==> src/rtl/matmul_pkg.sv <==
// Shared definitions for the matrix-multiply control slice.
package matmul_pkg;
  localparam int DEF_DATA_WIDTH = 8;
  localparam int DEF_DIM        = 4;

  typedef enum logic [2:0] {
    IDLE  = 3'd0,
    RUN   = 3'd1,
    FLUSH = 3'd2,
    WRITE = 3'd3,
    DONE  = 3'd4
  } state_t;

  // Index/address width for n distinct values, never narrower than 1 bit.
  function automatic int addr_width(input int n);
    return (n < 2) ? 1 : $clog2(n);
  endfunction
endpackage

==> src/rtl/mac_sequencer_if.sv <==
// Control, operand-fetch, data_path and result-memory signals of mac_sequencer.
interface mac_sequencer_if
  import matmul_pkg::*;
#(
  parameter int DATA_WIDTH = DEF_DATA_WIDTH,
  parameter int ADDR_WIDTH = addr_width(DEF_DIM * DEF_DIM)
);
  logic                  start;
  logic                  busy;
  logic                  done;
  logic                  rd_en;
  logic [ADDR_WIDTH-1:0] addr_A;
  logic [ADDR_WIDTH-1:0] addr_B;
  logic                  en_Mux;
  logic                  en_PPReg;
  logic                  en_FDReg;
  logic [DATA_WIDTH-1:0] outData;
  logic                  resultIsInvalid;
  logic                  res_wr_en;
  logic [ADDR_WIDTH-1:0] res_addr;
  logic [DATA_WIDTH-1:0] res_data;
  logic                  overflow;

  modport master (
    input  start, outData, resultIsInvalid,
    output busy, done, rd_en, addr_A, addr_B, en_Mux, en_PPReg, en_FDReg,
           res_wr_en, res_addr, res_data, overflow
  );

  modport slave (
    output start, outData, resultIsInvalid,
    input  busy, done, rd_en, addr_A, addr_B, en_Mux, en_PPReg, en_FDReg,
           res_wr_en, res_addr, res_data, overflow
  );
endinterface

==> src/rtl/mac_index_gen.sv <==
// i/j/k loop counters for C = A x B with row-major operand/result addresses.
module mac_index_gen
  import matmul_pkg::*;
#(
  parameter int DIM        = DEF_DIM,
  parameter int ADDR_WIDTH = addr_width(DIM * DIM)
) (
  input  logic                  clk,
  input  logic                  reset,
  input  logic                  clear,
  input  logic                  k_step,
  input  logic                  ij_step,
  output logic                  k_first,
  output logic                  k_last,
  output logic                  j_last,
  output logic                  i_last,
  output logic [ADDR_WIDTH-1:0] addr_A,
  output logic [ADDR_WIDTH-1:0] addr_B,
  output logic [ADDR_WIDTH-1:0] res_addr
);
  localparam int IDX_W = addr_width(DIM);
  localparam logic [IDX_W-1:0] LAST = IDX_W'(DIM - 1);
  localparam logic [ADDR_WIDTH-1:0] STRIDE = ADDR_WIDTH'(DIM);

  logic [IDX_W-1:0] i, j, k;

  assign k_first = (k == '0);
  assign k_last  = (k == LAST);
  assign j_last  = (j == LAST);
  assign i_last  = (i == LAST);

  assign addr_A   = ADDR_WIDTH'(i) * STRIDE + ADDR_WIDTH'(k);
  assign addr_B   = ADDR_WIDTH'(k) * STRIDE + ADDR_WIDTH'(j);
  assign res_addr = ADDR_WIDTH'(i) * STRIDE + ADDR_WIDTH'(j);

  // k steps through the dot product; j, then i, step once per written result.
  always_ff @(posedge clk or posedge reset) begin
    if (reset) begin
      i <= '0;
      j <= '0;
      k <= '0;
    end else if (clear) begin
      i <= '0;
      j <= '0;
      k <= '0;
    end else begin
      if (k_step) k <= k_last ? '0 : k + 1'b1;
      if (ij_step) begin
        j <= j_last ? '0 : j + 1'b1;
        if (j_last) i <= i_last ? '0 : i + 1'b1;
      end
    end
  end
endmodule

==> src/rtl/mac_sequencer.sv <==
// Sequences operand fetch, data_path enables and result writes for C = A x B.
module mac_sequencer
  import matmul_pkg::*;
#(
  parameter int DATA_WIDTH = DEF_DATA_WIDTH,
  parameter int DIM        = DEF_DIM,
  parameter int ADDR_WIDTH = addr_width(DIM * DIM)
) (
  input  logic           clk,
  input  logic           reset,
  mac_sequencer_if.master bus
);
  state_t state, next_state;

  logic                  accept;
  logic                  rd_en, res_wr_en, busy, done;
  logic                  k_first, k_last, j_last, i_last;
  logic [ADDR_WIDTH-1:0] addr_A, addr_B, res_addr;
  logic                  pp_q, mux_q, fd_q;
  logic                  overflow_q;
  logic [DATA_WIDTH-1:0] res_data;

  assign accept = (state == IDLE) && bus.start;

  mac_index_gen #(.DIM(DIM), .ADDR_WIDTH(ADDR_WIDTH)) u_index (
    .clk      (clk),
    .reset    (reset),
    .clear    (accept),
    .k_step   (state == RUN),
    .ij_step  (state == WRITE),
    .k_first  (k_first),
    .k_last   (k_last),
    .j_last   (j_last),
    .i_last   (i_last),
    .addr_A   (addr_A),
    .addr_B   (addr_B),
    .res_addr (res_addr)
  );

  // FSM state register.
  always_ff @(posedge clk or posedge reset) begin
    if (reset) state <= IDLE;
    else       state <= next_state;
  end

  // Next-state and per-state strobes.
  always_comb begin
    next_state = state;
    rd_en      = 1'b0;
    res_wr_en  = 1'b0;
    busy       = 1'b0;
    done       = 1'b0;
    case (state)
      IDLE:  if (bus.start) next_state = RUN;
      RUN: begin
        busy  = 1'b1;
        rd_en = 1'b1;
        if (k_last) next_state = FLUSH;
      end
      FLUSH: begin
        busy       = 1'b1;
        next_state = WRITE;
      end
      WRITE: begin
        busy       = 1'b1;
        res_wr_en  = 1'b1;
        next_state = (i_last && j_last) ? DONE : RUN;
      end
      DONE: begin
        done       = 1'b1;
        next_state = IDLE;
      end
      default: next_state = IDLE;
    endcase
  end

  // Enable stage trails the fetch by one cycle to line up with memory read data.
  always_ff @(posedge clk or posedge reset) begin
    if (reset) begin
      pp_q  <= 1'b0;
      mux_q <= 1'b0;
      fd_q  <= 1'b0;
    end else begin
      pp_q  <= rd_en;
      mux_q <= rd_en & ~k_first;
      fd_q  <= rd_en & k_last;
    end
  end

  // Sticky overflow across one run, cleared when a new run is accepted.
  always_ff @(posedge clk or posedge reset) begin
    if (reset)                                   overflow_q <= 1'b0;
    else if (accept)                             overflow_q <= 1'b0;
    else if (state == WRITE && bus.resultIsInvalid) overflow_q <= 1'b1;
  end

  // outData is the data_path final register, so res_data only needs gating.
  assign res_data = res_wr_en ? bus.outData : '0;

  assign bus.busy      = busy;
  assign bus.done      = done;
  assign bus.rd_en     = rd_en;
  assign bus.addr_A    = rd_en ? addr_A : '0;
  assign bus.addr_B    = rd_en ? addr_B : '0;
  assign bus.en_PPReg  = pp_q;
  assign bus.en_Mux    = mux_q;
  assign bus.en_FDReg  = fd_q;
  assign bus.res_wr_en = res_wr_en;
  assign bus.res_addr  = res_wr_en ? res_addr : '0;
  assign bus.res_data  = res_data;
  assign bus.overflow  = overflow_q;
endmodule
==> src/flat_wrapper.sv <==
// flat-port wrapper written by rule: the top's interface ports become plain ports
module mac_sequencer_flat import matmul_pkg::*;
#(
  parameter int DATA_WIDTH = DEF_DATA_WIDTH,
  parameter int DIM        = DEF_DIM,
  parameter int ADDR_WIDTH = addr_width(DIM * DIM)
)
  (clk, reset, bus_start, bus_outData, bus_resultIsInvalid, bus_busy, bus_done, bus_rd_en, bus_addr_A, bus_addr_B, bus_en_Mux, bus_en_PPReg, bus_en_FDReg, bus_res_wr_en, bus_res_addr, bus_res_data, bus_overflow);
  mac_sequencer_if #(.DATA_WIDTH(DATA_WIDTH), .ADDR_WIDTH(ADDR_WIDTH)) bus_i ();
  input  logic clk;
  input  logic reset;
  input wire logic [$bits(bus_i.start)-1:0] bus_start;
  input wire logic [$bits(bus_i.outData)-1:0] bus_outData;
  input wire logic [$bits(bus_i.resultIsInvalid)-1:0] bus_resultIsInvalid;
  output wire logic [$bits(bus_i.busy)-1:0] bus_busy;
  output wire logic [$bits(bus_i.done)-1:0] bus_done;
  output wire logic [$bits(bus_i.rd_en)-1:0] bus_rd_en;
  output wire logic [$bits(bus_i.addr_A)-1:0] bus_addr_A;
  output wire logic [$bits(bus_i.addr_B)-1:0] bus_addr_B;
  output wire logic [$bits(bus_i.en_Mux)-1:0] bus_en_Mux;
  output wire logic [$bits(bus_i.en_PPReg)-1:0] bus_en_PPReg;
  output wire logic [$bits(bus_i.en_FDReg)-1:0] bus_en_FDReg;
  output wire logic [$bits(bus_i.res_wr_en)-1:0] bus_res_wr_en;
  output wire logic [$bits(bus_i.res_addr)-1:0] bus_res_addr;
  output wire logic [$bits(bus_i.res_data)-1:0] bus_res_data;
  output wire logic [$bits(bus_i.overflow)-1:0] bus_overflow;
  assign bus_i.start = bus_start;
  assign bus_i.outData = bus_outData;
  assign bus_i.resultIsInvalid = bus_resultIsInvalid;
  assign bus_busy = bus_i.busy;
  assign bus_done = bus_i.done;
  assign bus_rd_en = bus_i.rd_en;
  assign bus_addr_A = bus_i.addr_A;
  assign bus_addr_B = bus_i.addr_B;
  assign bus_en_Mux = bus_i.en_Mux;
  assign bus_en_PPReg = bus_i.en_PPReg;
  assign bus_en_FDReg = bus_i.en_FDReg;
  assign bus_res_wr_en = bus_i.res_wr_en;
  assign bus_res_addr = bus_i.res_addr;
  assign bus_res_data = bus_i.res_data;
  assign bus_overflow = bus_i.overflow;
  mac_sequencer #(.DATA_WIDTH(DATA_WIDTH), .DIM(DIM), .ADDR_WIDTH(ADDR_WIDTH)) u_core (.clk(clk), .reset(reset), .bus(bus_i));
endmodule
==> config.mk <==
export PLATFORM = sky130hd
export DESIGN_NAME = mac_sequencer_flat
export DESIGN_NICKNAME = d
export VERILOG_FILES = /design/src/rtl/matmul_pkg.sv /design/src/rtl/mac_sequencer_if.sv /design/src/rtl/mac_index_gen.sv /design/src/rtl/mac_sequencer.sv /design/src/flat_wrapper.sv
export SDC_FILE = /design/constraint.sdc
export NUM_CORES = 1
export LEC_CHECK = 0
export BUFFER_PORTS_ARGS = -buffer_cell sky130_fd_sc_hd__buf_2
export CORE_MARGIN = 8
export CORE_UTILIZATION = 43
export DETAILED_ROUTE_END_ITERATION = 10
export GPL_TIMING_DRIVEN = 0
export PLACE_DENSITY_LB_ADDON = 0.2
export SYNTH_ARGS = -nofsm -noshare
export SYNTH_HDL_FRONTEND = slang
export SYNTH_SLANG_ARGS = --single-unit
==> constraint.sdc <==
create_clock -name clk -period 1.5 [get_ports clk]
set_clock_uncertainty 0.1 [all_clocks]
set_input_delay 0.15 -clock clk [delete_from_list [all_inputs] [get_ports clk]]
set_output_delay 0.15 -clock clk [all_outputs]
set_load 0.02 [all_outputs]
==> metrics.txt, run 1 <==
ys async rst share=100%; Hold Crit Depth=3; GPL Wtd Cong=0.718; hpwl dp=1340 um; net count after synthesis=between 90 and 100; Cell Int Power=1.82 mW; All-Layer GR Usage=12.6%; CTS buffer count=3; CP Class=reg -> out; yosys warns=0; final setup margin=-0.192 ns; die extent in y=58.2 um; fmax=591 MHz; final worst path period share=113%; pin count of the biggest net entering global routing=14; cell taking the most area after synthesis=dfrtp_1; crit path DAT=1.44 ns; share of cells above drive strength 1=around 63%; Max Buffers Root-to-Sink=2; top post-synthesis cells by area=dfrtp_1 42%, and2_1 16%, ha_1 6.5%; Critical Path Sink Type=output pin; H-Tree Depth=1; power per cell area=2290 nW/um2; final hold violations=0; Post-synth top flop=dfrtp_1; vias per inst=approximately 4.7; RSZ-0062 raised after global routing=true; Syn Inst Count=75; Area Growth Syn to Fin=77.8%; Switching Fraction=41.7%; Avg Cell Area, Syn=10.2 um2; register area share after synthesis=42.5%; P_sw=1.30 mW; status=complete, but fails checks; hold endpoint=u_core.bus.overflow; Sum Neg Setup Slack=-3.16 ns; synthesis-stage register bit count=13; Pins Over Slew Limit=0; crit path launch type=flop; total grt overflow=0; row count=15; Hold Slack=about 0.0059 ns; Vias=740; first drt pass iteration count=4; Gate power share=72.5%; first-pass GRT wire length=~3300 um; number of synthesized flops with an enable pin=0; Max Cap Violations=0; Die Width=approximately 58 um; # diodes=0; vias in the first global route=698; relative slew slack=about 67%; Design Power=3.12 mW; Tightest Pin Transition=0.493 ns; final setup violation count=25; r2r worst-path depth=6; Worst-path clk slew=0.08 ns; TritonCTS clock tree=built; initial drt markers=12; ANT nets after route=0; hold_sp=bus_resultIsInvalid; Crit Reg-Reg Endpoint=u_core.u_index.i[1]; Clock Sinks=13; sequential power share=between 20% and 30%; Ports=40; Placement Setup Slack=-0.0765 ns; initial antenna violation count=0; most common cell in the netlist=and2_1; r2r setup slk=-0.05 ns; WL/cell=around 14 um; VDD IR max=1850 uV; Mapped Area=766 um2; Crit Path Max Fanout=8; reg2reg start=u_core.state[2]; Final nets=151; # port buffers=39; Clock power frac=around 7.2%; post-synth top area share=42.5%; HP Class=in -> reg; final wirelength=2240 um; Worst-Skew Late Latency=0.29 ns; Die ar.=3390 um2; Leakage Power=0.722 nW; Commonest cells post-synth=20 x and2_1, 13 x dfrtp_1, 11 x nor2_1; starting density of the core=44.8%; Yosys cell types=21; CTS Root Cell=clkbuf_4; Tmin final=1.69 ns; drt drc=0; Data required, critical path=1.25 ns; failing checks=setup timing; core area=roughly 1700 um2
critical path, cell delays in order (launching register included):
cell,delay [ns]
dfrtp_2,0.45
nor3b_4,0.22
buf_6,0.15
and2_4,0.15
buf_6,0.08
buf_6,0.10
cells by family after synthesis:
family          Yosys count  share of synthesized area [%]
simple gates             37                           29.7
flops                    13                           42.5
buf+inv                   9                           7.51
compound gates            7                           7.03
mux                       5                           6.70
fa+ha+maj                 4                           6.54
metrics by stage:
| step | instance area, um2 | utilization, % | std cells |
|---|---|---|---|
| 2_1_floorplan | 768 | - | 75 |
| 3_3_place_gp | 995 | 58.2 | 139 |
| 3_5_place_dp | 995 | 58.2 | 139 |
| 4_1_cts | 1270 | 74.2 | 155 |
| 5_1_grt | 1360 | 79.7 | 159 |
| 6_report | 1360 | 79.7 | 159 |
metal layers:
layer	share of wire, %	wire length (um)	global-route usage, %
met5	0	0	0
met4	1.7	39	6.29
met3	6.1	137	3.31
met2	54	1200	23.2
met1	38	855	12.5
placed cells by master (no fill, tap or decap), types with 4 or more instances in the layout:
cell type  instances
buf_2             17
and2_4            14
mux2i_1            4
inv_1              4
nor2_1            11
dfrtp_1           10
ha_1               4
and2_1             6
buf_6             31
buf_4             11
power groups by stage:
| stage | Sequential (mW) | Combinational, mW | Clock, mW |
|---|---|---|---|
| 3_5_place_dp | 0.648 | 1.49 | 0 |
| 2_1_floorplan | 0.687 | 1.01 | 0 |
| 5_1_grt | 0.653 | 2.42 | 0.248 |
| 4_1_cts | 0.622 | 2.07 | 0.228 |
| 3_3_place_gp | 0.643 | 1.45 | 0 |
| 6_report | 0.632 | 2.26 | 0.226 |
registers in the layout, summed over array words and instances (netlist names):
name,count
u_core.u_index.i,2
u_core.bus.en_FDReg,1
u_core.state,3
u_core.u_index.k,2
u_core.bus.overflow,1
u_core.bus.en_Mux,1
u_core.u_index.j,2
u_core.bus.en_PPReg,1
repair_timing:
item,4_1_cts,5_1_grt
setup buffers,11,4
gates cloned,0,1
endpoints found under the setup margin,22,27
hold buffers,1,0
gates resized for setup,53,20
pin swaps,3,12
endpoints found under the hold margin,13,0
worst max-delay path by stage:
stage,slack (ns),cells after the start,end,startpoint
final,-0.19,5,bus_addr_B[3],u_core.state[1]
after global routing,-0.26,5,bus_addr_B[3],u_core.state[1]
after global placement,-0.05,5,bus_addr_B[2],u_core.state[0]
after floorplan,0.0006,4,bus_addr_B[3],u_core.state[0]
after detailed placement,-0.08,5,bus_addr_B[3],u_core.state[0]
after CTS,-0.19,5,bus_addr_B[3],u_core.state[2]
final cells by class:
cell class              instances  area [um2]
repair buffers                 55         470
clock buffers                   4        26.3
inverters                       4        15.0
multi-input cells              53         433
fillers                       111         347
flip-flops and latches         13         329
well taps                      25        31.3
plain buffers                   5        56.3
No activity file was read; power rests on OpenSTA's default activity.
==> inputs of run 2 (changes only) <==
Settings changed: PLACE_DENSITY set to 0.75, PLACE_DENSITY_LB_ADDON 0.2 to not set.
==> run 2 against run 1 <==
  * The flow still finishes with violations (setup timing)
  * Sequential share of layout area rose by 0.067 points
  * Total power rose by 2.9%
  * Global-route usage rose by 0.41 points
  * Routed wire length did not move
  * Utilization fell by 0.22 points
  * Critical path depth did not move
  * Design area fell by 0.28%
  * Sequential power barely moved
  * Combinational power rose by 4%
==> metrics.txt, run 2 (same netlist as run 1, synthesis figures left out) <==
Worst-Skew Late Latency=0.29 ns (about the same); H-Tree Depth=1 (unchanged); final wirelength=2240 um (unchanged); Tightest Pin Transition=0.512 ns (+0.0189 ns); area occupied by multi-input gates=438 um2 (+1.2%); Crit Reg-Reg Endpoint=u_core.u_index.i[1]; CP top delay family=flip-flops; CTS buffer count=3 (unchanged); Sequential Area=329 um2 (unchanged); # diodes=0 (unchanged); Max Buffers Root-to-Sink=2 (unchanged); critical path cell sequence=nor3b_4 -> buf_6 -> and2_4 -> buf_6 -> buf_6; starting density of the core=44.8% (unchanged); fmax=587 MHz (-0.73%); Max Cap Violations=0 (unchanged); hold endpoint=u_core.bus.overflow; vias per inst=4.76 (+2.3%); Critical Path Sink Type=output pin; power per cell area=2360 nW/um2 (+3.2%); CP Buf/Inv Count=3 (unchanged); hold_sp=bus_resultIsInvalid; most flop-heavy register=u_core.state; Clock power frac=7.0% (-0.2 points); CP peak stage delay=0.44 ns (about the same); vias in the first global route=724 (+3.7%); relative slew slack=65.8% (-1.3 points); Ports=40 (unchanged); drt drc=0 (unchanged); status=complete, but fails checks; max FFs per register=3 (unchanged); WP depth=5 (unchanged); Pins Over Slew Limit=0 (unchanged); final setup margin=-0.205 ns (-0.0125 ns); crit path launch type=flop; RSZ-0062 raised after global routing=true; sequential power share=19.7% (-0.6 points); placed inst area=995 um2 (unchanged); CP Class=reg -> out; Die ar.=3390 um2 (unchanged); hpwl dp=1420 um (+6.4%); All-Layer GR Usage=13.0% (+0.41 points); cell mode on critical path=buf_6; Vias=743 (+0.41%); r2r setup slk=0.01 ns (+0.06 ns); r2r worst-path depth=4 (-2); Hold Slack=0.0334 ns (+0.0275 ns); Tmin final=1.70 ns (+0.0125 ns); # fillers=102 (-8.1%); ANT nets after route=0 (unchanged); Data required, critical path=1.25 ns (about the same); Worst-path clk slew=0.09 ns (about the same); failing checks=setup timing; die extent in y=58.2 um (unchanged); CTS Root Cell=clkbuf_4; final setup violation count=23 (-8.0%); P_sw=1.32 mW (+1.3%); # port buffers=39 (unchanged); TritonCTS clock tree=built; Crit Path Max Fanout=4 (-4); final worst path period share=114% (+0.83 points); first drt pass iteration count=3 (-1); Switching Fraction=41.0% (-0.63 points); Area Growth Syn to Fin=77.3%; Final nets=148 (-2.0%); total grt overflow=0 (unchanged); Gate power share=73.2% (+0.7 points); final non-filler cell area=1360 um2 (-0.28%); first-pass GRT wire length=3460 um (+6.4%); pin count of the biggest net entering global routing=14 (unchanged); initial antenna violation count=0 (unchanged); WL/cell=14.3 um (+1.9%); HP Class=in -> reg; GPL Wtd Cong=0.656 (-8.7%); Cell Int Power=1.89 mW (+4.0%); most common cell after layout, fill and taps aside=buf_6; commonest cells after routing, fill and taps aside=30 x buf_6, 18 x and2_4, 15 x buf_2; crit path DAT=1.45 ns (about the same); Die Width=58.2 um (unchanged); initial drt markers=5 (-7); core area=1710 um2 (unchanged); Leakage Power=0.716 nW (-0.76%); final hold violations=0 (unchanged); row count=15 (unchanged); VDD IR max=1840 uV (-0.43%); slowest stage cell, crit path=dfrtp_2; Hold Crit Depth=3 (unchanged); reg2reg start=u_core.state[1]; share of cells above drive strength 1=65.6% (+3.0 points); Clock Sinks=13 (unchanged)
[run 2: cell types whose count changed in the layout (fill, tap and decap cells not counted), sizes merged]
cell / previous run / this run
buf: 59 / 56
[run 2: worst max path at each step]
stage | startpoint | endpoint
after global routing | u_core.state[1] | bus_addr_A[3]
after detailed placement | u_core.state[0] | bus_addr_B[3]
final | u_core.state[1] | bus_addr_B[2]
after floorplan | u_core.state[0] | bus_addr_B[3]
after CTS | u_core.state[2] | bus_addr_A[2]
after global placement | u_core.state[0] | bus_addr_B[2]
[run 2: what timing repair did]
item                                    in CTS  in global routing
hold buffers                                 1                  0
pin swaps                                    5                  8
resized for setup                           61                 17
endpoints found under the setup margin      22                 26
endpoints found under the hold margin       13                  0
setup buffers                                8                  4
cloned                                       0                  1
[run 2: layout make-up]
type	instances	share of cell area (%)
Tap cell	25	2.30
Clock buffer	4	1.94
Inverter	4	1.11
Sequential cell	13	24.2
Multi-Input combinational cell	53	32.3
Buffer	5	4.15
Timing Repair Buffer	52	34.0
[run 2: power by group through the flow]
stage,combinational (mW),sequential [mW],clock (mW)
final,2.35,0.634,0.226
after global placement,1.44,0.640,0
after global routing,2.50,0.656,0.248
after CTS,2.14,0.622,0.224
after detailed placement,1.49,0.650,0
after floorplan,1.01,0.687,0
[run 2: stage by stage]
step                      util [%]  TNS (ns)  std cells  setup WS (ns)  power [mW]
after CTS                     74.8     -2.78        152         -0.189        2.98
after global routing          79.5     -4.64        156         -0.266        3.40
after detailed placement      58.2    -0.145        139        -0.0784        2.14
final                         79.5     -3.36        156         -0.205        3.21
after floorplan                  -         0         75       0.000579        1.70
after global placement        58.2    -0.106        139        -0.0545        2.08
[run 2: metal layers]
| layer | track usage (%) | share of wire [%] | vias up |
|---|---|---|---|
| li1 | - | - | 361 |
| met1 | 13.2 | 38 | 347 |
| met2 | 23.2 | 49 | 32 |
| met3 | 4.86 | 11 | 3 |
| met4 | 5.24 | 1.2 | 0 |
| met5 | 0 | 0 | - |
[run 2: worst min-delay path, stage by stage]
cell and delay (ns):
buf_2 0.08, a21oi_1 0.05, nor2_1 0.09
